===== src/rtl/apb_master_ctrl.sv =====
`default_nettype none
// ============================================================================
// Module   : apb_master_ctrl
// Brief    : APB requester with a valid/ready command port, wait-state
//            support and a programmable pready watchdog.
// Revision : 1.0 - initial release
// ============================================================================
module apb_master_ctrl #(
    parameter int ADDR_W  = 4,
    parameter int DATA_W  = 8,
    parameter int TIMEOUT = 16
) (
    input  logic              pclk,
    input  logic              presetn,
    input  logic              cmd_valid,
    output logic              cmd_ready,
    input  logic              cmd_write,
    input  logic [ADDR_W-1:0] cmd_addr,
    input  logic [DATA_W-1:0] cmd_wdata,
    output logic              rsp_valid,
    output logic [DATA_W-1:0] rsp_rdata,
    output logic              rsp_err,
    output logic              rsp_timeout,
    output logic [ADDR_W-1:0] paddr,
    output logic              psel,
    output logic              penable,
    output logic              pwrite,
    output logic [DATA_W-1:0] pwdata,
    input  logic [DATA_W-1:0] prdata,
    input  logic              pready,
    input  logic              pslverr
);

    typedef enum logic [1:0] {
        IDLE   = 2'd0,
        SETUP  = 2'd1,
        ACCESS = 2'd2
    } state_t;

    // Counter is sized to hold TIMEOUT-1, the last wait cycle before abort.
    localparam int              CNT_W    = (TIMEOUT < 2) ? 1 : $clog2(TIMEOUT + 1);
    localparam int              LIMIT    = (TIMEOUT == 0) ? 0 : TIMEOUT - 1;
    localparam logic [CNT_W-1:0] WD_LIMIT = CNT_W'(LIMIT);
    localparam bit              WD_EN    = (TIMEOUT != 0);

    state_t           state;
    logic [CNT_W-1:0] wd_cnt;

    always_ff @(posedge pclk or negedge presetn) begin
        if (!presetn) begin
            state       <= IDLE;
            wd_cnt      <= '0;
            cmd_ready   <= 1'b1;
            psel        <= 1'b0;
            penable     <= 1'b0;
            pwrite      <= 1'b0;
            paddr       <= '0;
            pwdata      <= '0;
            rsp_valid   <= 1'b0;
            rsp_rdata   <= '0;
            rsp_err     <= 1'b0;
            rsp_timeout <= 1'b0;
        end else begin
            rsp_valid <= 1'b0;
            case (state)
                IDLE: begin
                    if (cmd_valid) begin
                        paddr     <= cmd_addr;
                        pwrite    <= cmd_write;
                        pwdata    <= cmd_wdata;
                        psel      <= 1'b1;
                        cmd_ready <= 1'b0;
                        wd_cnt    <= '0;
                        state     <= SETUP;
                    end
                end
                SETUP: begin
                    penable <= 1'b1;
                    state   <= ACCESS;
                end
                ACCESS: begin
                    // A ready response wins over a watchdog expiry in the same cycle.
                    if (pready) begin
                        psel        <= 1'b0;
                        penable     <= 1'b0;
                        cmd_ready   <= 1'b1;
                        rsp_valid   <= 1'b1;
                        rsp_rdata   <= pwrite ? '0 : prdata;
                        rsp_err     <= pslverr;
                        rsp_timeout <= 1'b0;
                        state       <= IDLE;
                    end else if (WD_EN && (wd_cnt == WD_LIMIT)) begin
                        psel        <= 1'b0;
                        penable     <= 1'b0;
                        cmd_ready   <= 1'b1;
                        rsp_valid   <= 1'b1;
                        rsp_rdata   <= '0;
                        rsp_err     <= 1'b1;
                        rsp_timeout <= 1'b1;
                        state       <= IDLE;
                    end else if (WD_EN) begin
                        wd_cnt <= wd_cnt + CNT_W'(1);
                    end
                end
                default: begin
                    psel      <= 1'b0;
                    penable   <= 1'b0;
                    cmd_ready <= 1'b1;
                    state     <= IDLE;
                end
            endcase
        end
    end

endmodule
`default_nettype wire


===== config.mk =====
export PLATFORM = sky130hd
export DESIGN_NAME = apb_master_ctrl
export DESIGN_NICKNAME = d
export VERILOG_FILES = /design/src/rtl/apb_master_ctrl.sv
export SDC_FILE = /design/constraint.sdc
export NUM_CORES = 1
export LEC_CHECK = 0
export BUFFER_PORTS_ARGS = -buffer_cell sky130_fd_sc_hd__buf_2
export CAP_MARGIN = 20
export CORE_MARGIN = 8
export CORE_UTILIZATION = 52
export CTS_CLUSTER_DIAMETER = 150
export DETAILED_ROUTE_END_ITERATION = 10
export PLACE_DENSITY = 0.83
export SLEW_MARGIN = 15
export SYNTH_ARGS = -nofsm -noshare
export SYNTH_HDL_FRONTEND = slang
export SYNTH_SLANG_ARGS = --single-unit

===== constraint.sdc =====
create_clock -name pclk -period 2.8 [get_ports pclk]
set_input_delay 0.28 -clock pclk [delete_from_list [all_inputs] [get_ports pclk]]
set_output_delay 0.28 -clock pclk [all_outputs]
set_load 0.03 [all_outputs]

# After elaboration in Yosys (flattened, before gate mapping)
# Cells that the tools add are included.
# word_totals
reg_bits	34
inputBits	26
out_inout_bits	27
wordCells	56
# op_classes
addsub	1
n_eq_ne	7
muxes	25
bitwise_logic	2
reduce_logical	9
# op_table
operator	n
$mux W8	3
$mux W5	3
$mux W1	11
$pmux W5 S2	1
$pmux W1 S3	3
$reduce_and A2 Y1	4
$mux W2	3
$ne A2 B2 Y1 const B	3
$pmux W2 S3	1
$add A5 B1 Y5 const B	1
$eq A5 B4 Y1 const B	1
$reduce_and A4 Y1	1
$reduce_bool A2 Y1	2
$ne A3 B3 Y1 const B	1
$reduce_and A3 Y1	1
$eq A2 B1 Y1 const B	1
$eq A2 B2 Y1 const B	1
$logic_not A2 Y1	1
$not A1 Y1	2

# Depth between registers and ports, before layout
# logic_depth
ltp_word	4
depth_mapped	6

# Worst setup path after synthesis
# Ideal clock, no wire load.
# synth_path
kind	register to register
start	register wd_cnt[0]
end	register wd_cnt[0]
setup_time_ns	0.125
t_arrival_ns	1.660
slack_ns	1.015
stages_incl_launch_ff	7
synth_period_minus_slack_ns	1.785
path_cell_list	dfrtp_1 ha_1 and3_1 ha_1 nor4b_4 nor2_1 mux2_4
# synth_via
elab_chain_cells	4
# synth_lines
item	line_no	rtl
start, declared	47	logic [CNT_W-1:0] wd_cnt;
start signal, assigned	102	wd_cnt <= wd_cnt + CNT_W'(1);
$add A5 B1 Y5	102	
$mux W5	92	end else if (WD_EN && (wd_cnt == WD_LIMIT)) begin
$mux W5	83	if (pready) begin
$pmux W5 S2	65	case (state)
# Several ways; a longest one is shown, not always the timed one. The select of a mux whose other input is x is not followed.
# A chain may end at the register's enable or synchronous reset.

# Final worst setup path
# Same ends and word-level chain as after synthesis.

==> metrics.cfg <==
[outcome]
outcome = completed

[route]
ant_nets = 0
wire_per_inst_um = 16.1
firstDrtPassIters = 5
vias = 983
wirelength_um = 3010
drt-initial-drc-count = 26
via_per_inst = 5.26
remaining_drc_errors = 0

[pwr]
p_leak_nw = 0.909
seqPwrFrac_pct = 40.1
netSwitchingPower_w = 0.000939
power_frac_clock_pct = 12.0
p_per_area_nw_per_um2 = 1220
p_sw_share_pct = 43.6
p_total_w = 0.00215
ir_drop_uv = 902
cellInternalPower_w = 0.00121
comb_power_share_pct = 47.9

[timing]
setup-tns-final_ns = 0
period_minus_slack_ns = 1.96
finClkSkew_ns = 0.0148
tightest_slew_ns = 0.853
fin_crit_sh_pct = 70.0
final-setup-viol-count = 0
rsz0062_at_grt = false
max_slew_margin_pct = 43.1
whs_ns = 0.155
drv_slew = 0
finalHoldViolCount = 0
max_freq_mhz = 510

[clock_network]
post_cts_buffers = 0
cts_root_buf = clkbuf_4
insertion_delay_ns = 0.34
ctsHoldBuffers = 1
clkTransAtPathRegs_ns = 0.10
htreeDepth = 2
cts_made_buffers = 5
post_cts_resized = 0
clk_path_buf_depth = 2
clock-sinks = 34
cts_tree = built

[finish]
fin_cells = 187
final_area_um2 = 1760
diodes = 0
areaGrowthSynthToFinish_pct = 21.9
finalNetCount = 183
drive_above_1_share_pct = 50.6

[grt]
track_usage_pct = 13.9
grt.overflow.total = 0
antenna_found_initial = 0
grt_pass1_wl_um = 4780
grt_max_degree = 35
grt_pass1_vias = 1062

[place]
dp_hpwl_um = 2280
dp_cells = 178
portBuffers = 52
place_area_um2 = 1700
gp_congestion = 0.894

[yosys]
syn_avg_cell_area_um2 = 14.6
synthesis.area_um2 = 1450
synth.yosys.seq_area_share_pct = 58.9
postSynthCellCount = 99
ys_warn_count = 0
ys_types = 30
synth_fp_nets = 127
ys_ff_latch = 34

[floorplan]
die_x_um = 68.7
coreArea_um2 = 2710
placementRows = 19
die_h_um = 68.7
io_pins = 53
start_util_pct = 53.4
die_area_um2 = 4730

[min_path]
min_path_cells = 2
hold_class = input port to register
min_from = prdata[2]

[setup_path]
crit_fanout = 6
r2r-start = wd_cnt[0]$_DFFE_PN0P_
worstPathRequired_ns = 3.03
worst_setup_path_startpoint = wd_cnt[0]$_DFFE_PN0P_
cp.arrival_ns = 2.19
crit_path_end_kind = register
critPathLaunchType = register
rr_worst_depth = 6
path_class = register to register

[job]
max_cap_violations = 0

## area by class of cell
cell class / instances / area [um2]
repair buffers: 53 / 270
clock inverters: 2 / 13.8
inverters: 3 / 11.3
fillers: 216 / 947
multi-input cells: 58 / 536
well taps: 31 / 38.8
clock buffers: 6 / 41.3
flip-flops and latches: 34 / 852
## cells by family (layout without fill, tap and decap cells)
kind of cell    Yosys count  after routing  synth area share (%)
xor+xnor                  1              1                 0.606
compound gates           25             25                  12.8
mux                      14             14                  13.5
buf+inv                   7             64                  4.07
flops                    34             34                  58.9
simple gates             16             16                  8.39
fa+ha+maj                 2              2                  1.73
## final timing paths
path | slack [ns] | end
worst min-delay path | 0.16 | rsp_rdata[2]$_DFFE_PN0P_
min in group asynchronous | 0.51 | pwdata[1]$_DFFE_PN0P_
worst max register to register | 0.84 | wd_cnt[0]$_DFFE_PN0P_
max in group asynchronous | 1.81 | psel$_DFFE_PN0P_
worst max-delay path | 0.84 | wd_cnt[0]$_DFFE_PN0P_
worst min register to register | 0.51 | rsp_rdata[6]$_DFFE_PN0P_
## critical path, stage by stage, from the launching register on
cell and delay, ns:
dfrtp_1 0.43, ha_1 0.23, and3_1 0.19, ha_1 0.27, nor4b_4 0.31, nor2_1 0.12
mux2_4 0.30
## per-layer routing
metal | share of wire (%) | GRT usage, % | vias to the layer above
met1 | 41 | 15.8 | 469
met5 | 0 | 0 | -
met2 | 51 | 22.0 | 35
met3 | 5.7 | 6.46 | 5
li1 | - | - | 474
met4 | 1.9 | 6.02 | 0
## synth_stat cells, drive strengths merged
master,count,area [um2]
dfrtp,33,826
mux2,14,195
a22o,11,96.3
a21oi,5,25.0
buf,4,47.5
nor2,4,17.5
o21ai,4,23.8
inv,3,11.3
nand2,3,11.3
ha,2,25.0
o22a,2,17.5
a211o,1,8.76
a21boi,1,7.51
and2b,1,10.0
and3,1,6.26
and4b,1,10.0
dfstp,1,26.3
nand3,1,5.00
nand3b,1,7.51
nor3,1,5.00
nor3b,1,18.8
nor4b,1,23.8
o22ai,1,6.26
or3,1,6.26
xnor2,1,8.76
## metrics by stage
| stage | worst slack, ns | utilization, % |
|---|---|---|
| finish | 0.840 | 65.1 |
| global route | 0.714 | 65.1 |
| CTS | 0.843 | 65.1 |
| floorplan | 1.01 | - |
| global placement | 0.929 | 62.6 |
| detailed placement | 0.868 | 62.6 |
## state kept, by name, summed over array words and instances (netlist names), 2 cells and up
register,flops
paddr,4
wd_cnt,5
rsp_rdata,8
pwdata,8
state,2
## power by group through the flow
stage / sequential (W) / combinational (W) / clock (W)
6_report: 0.000863 / 0.00103 / 0.000258
5_1_grt: 0.000896 / 0.00109 / 0.000295
4_1_cts: 0.000863 / 0.00104 / 0.000269
3_5_place_dp: 0.000865 / 0.00104 / 0
3_3_place_gp: 0.000857 / 0.00102 / 0
2_1_floorplan: 0.00120 / 0.000439 / 0
## cell usage in the layout, fill, tap and decap left out, types with 2 or more instances in the layout
cell type	instances
ha_1	2
nor2_1	3
nand2_1	3
clkbuf_4	5
mux2_2	4
o22a_1	2
a21oi_1	5
mux2_4	10
o21ai_0	3
a22o_1	11
dfrtp_1	33
buf_2	52
inv_1	3
Note: power is estimated with default switching activity, not from simulation.
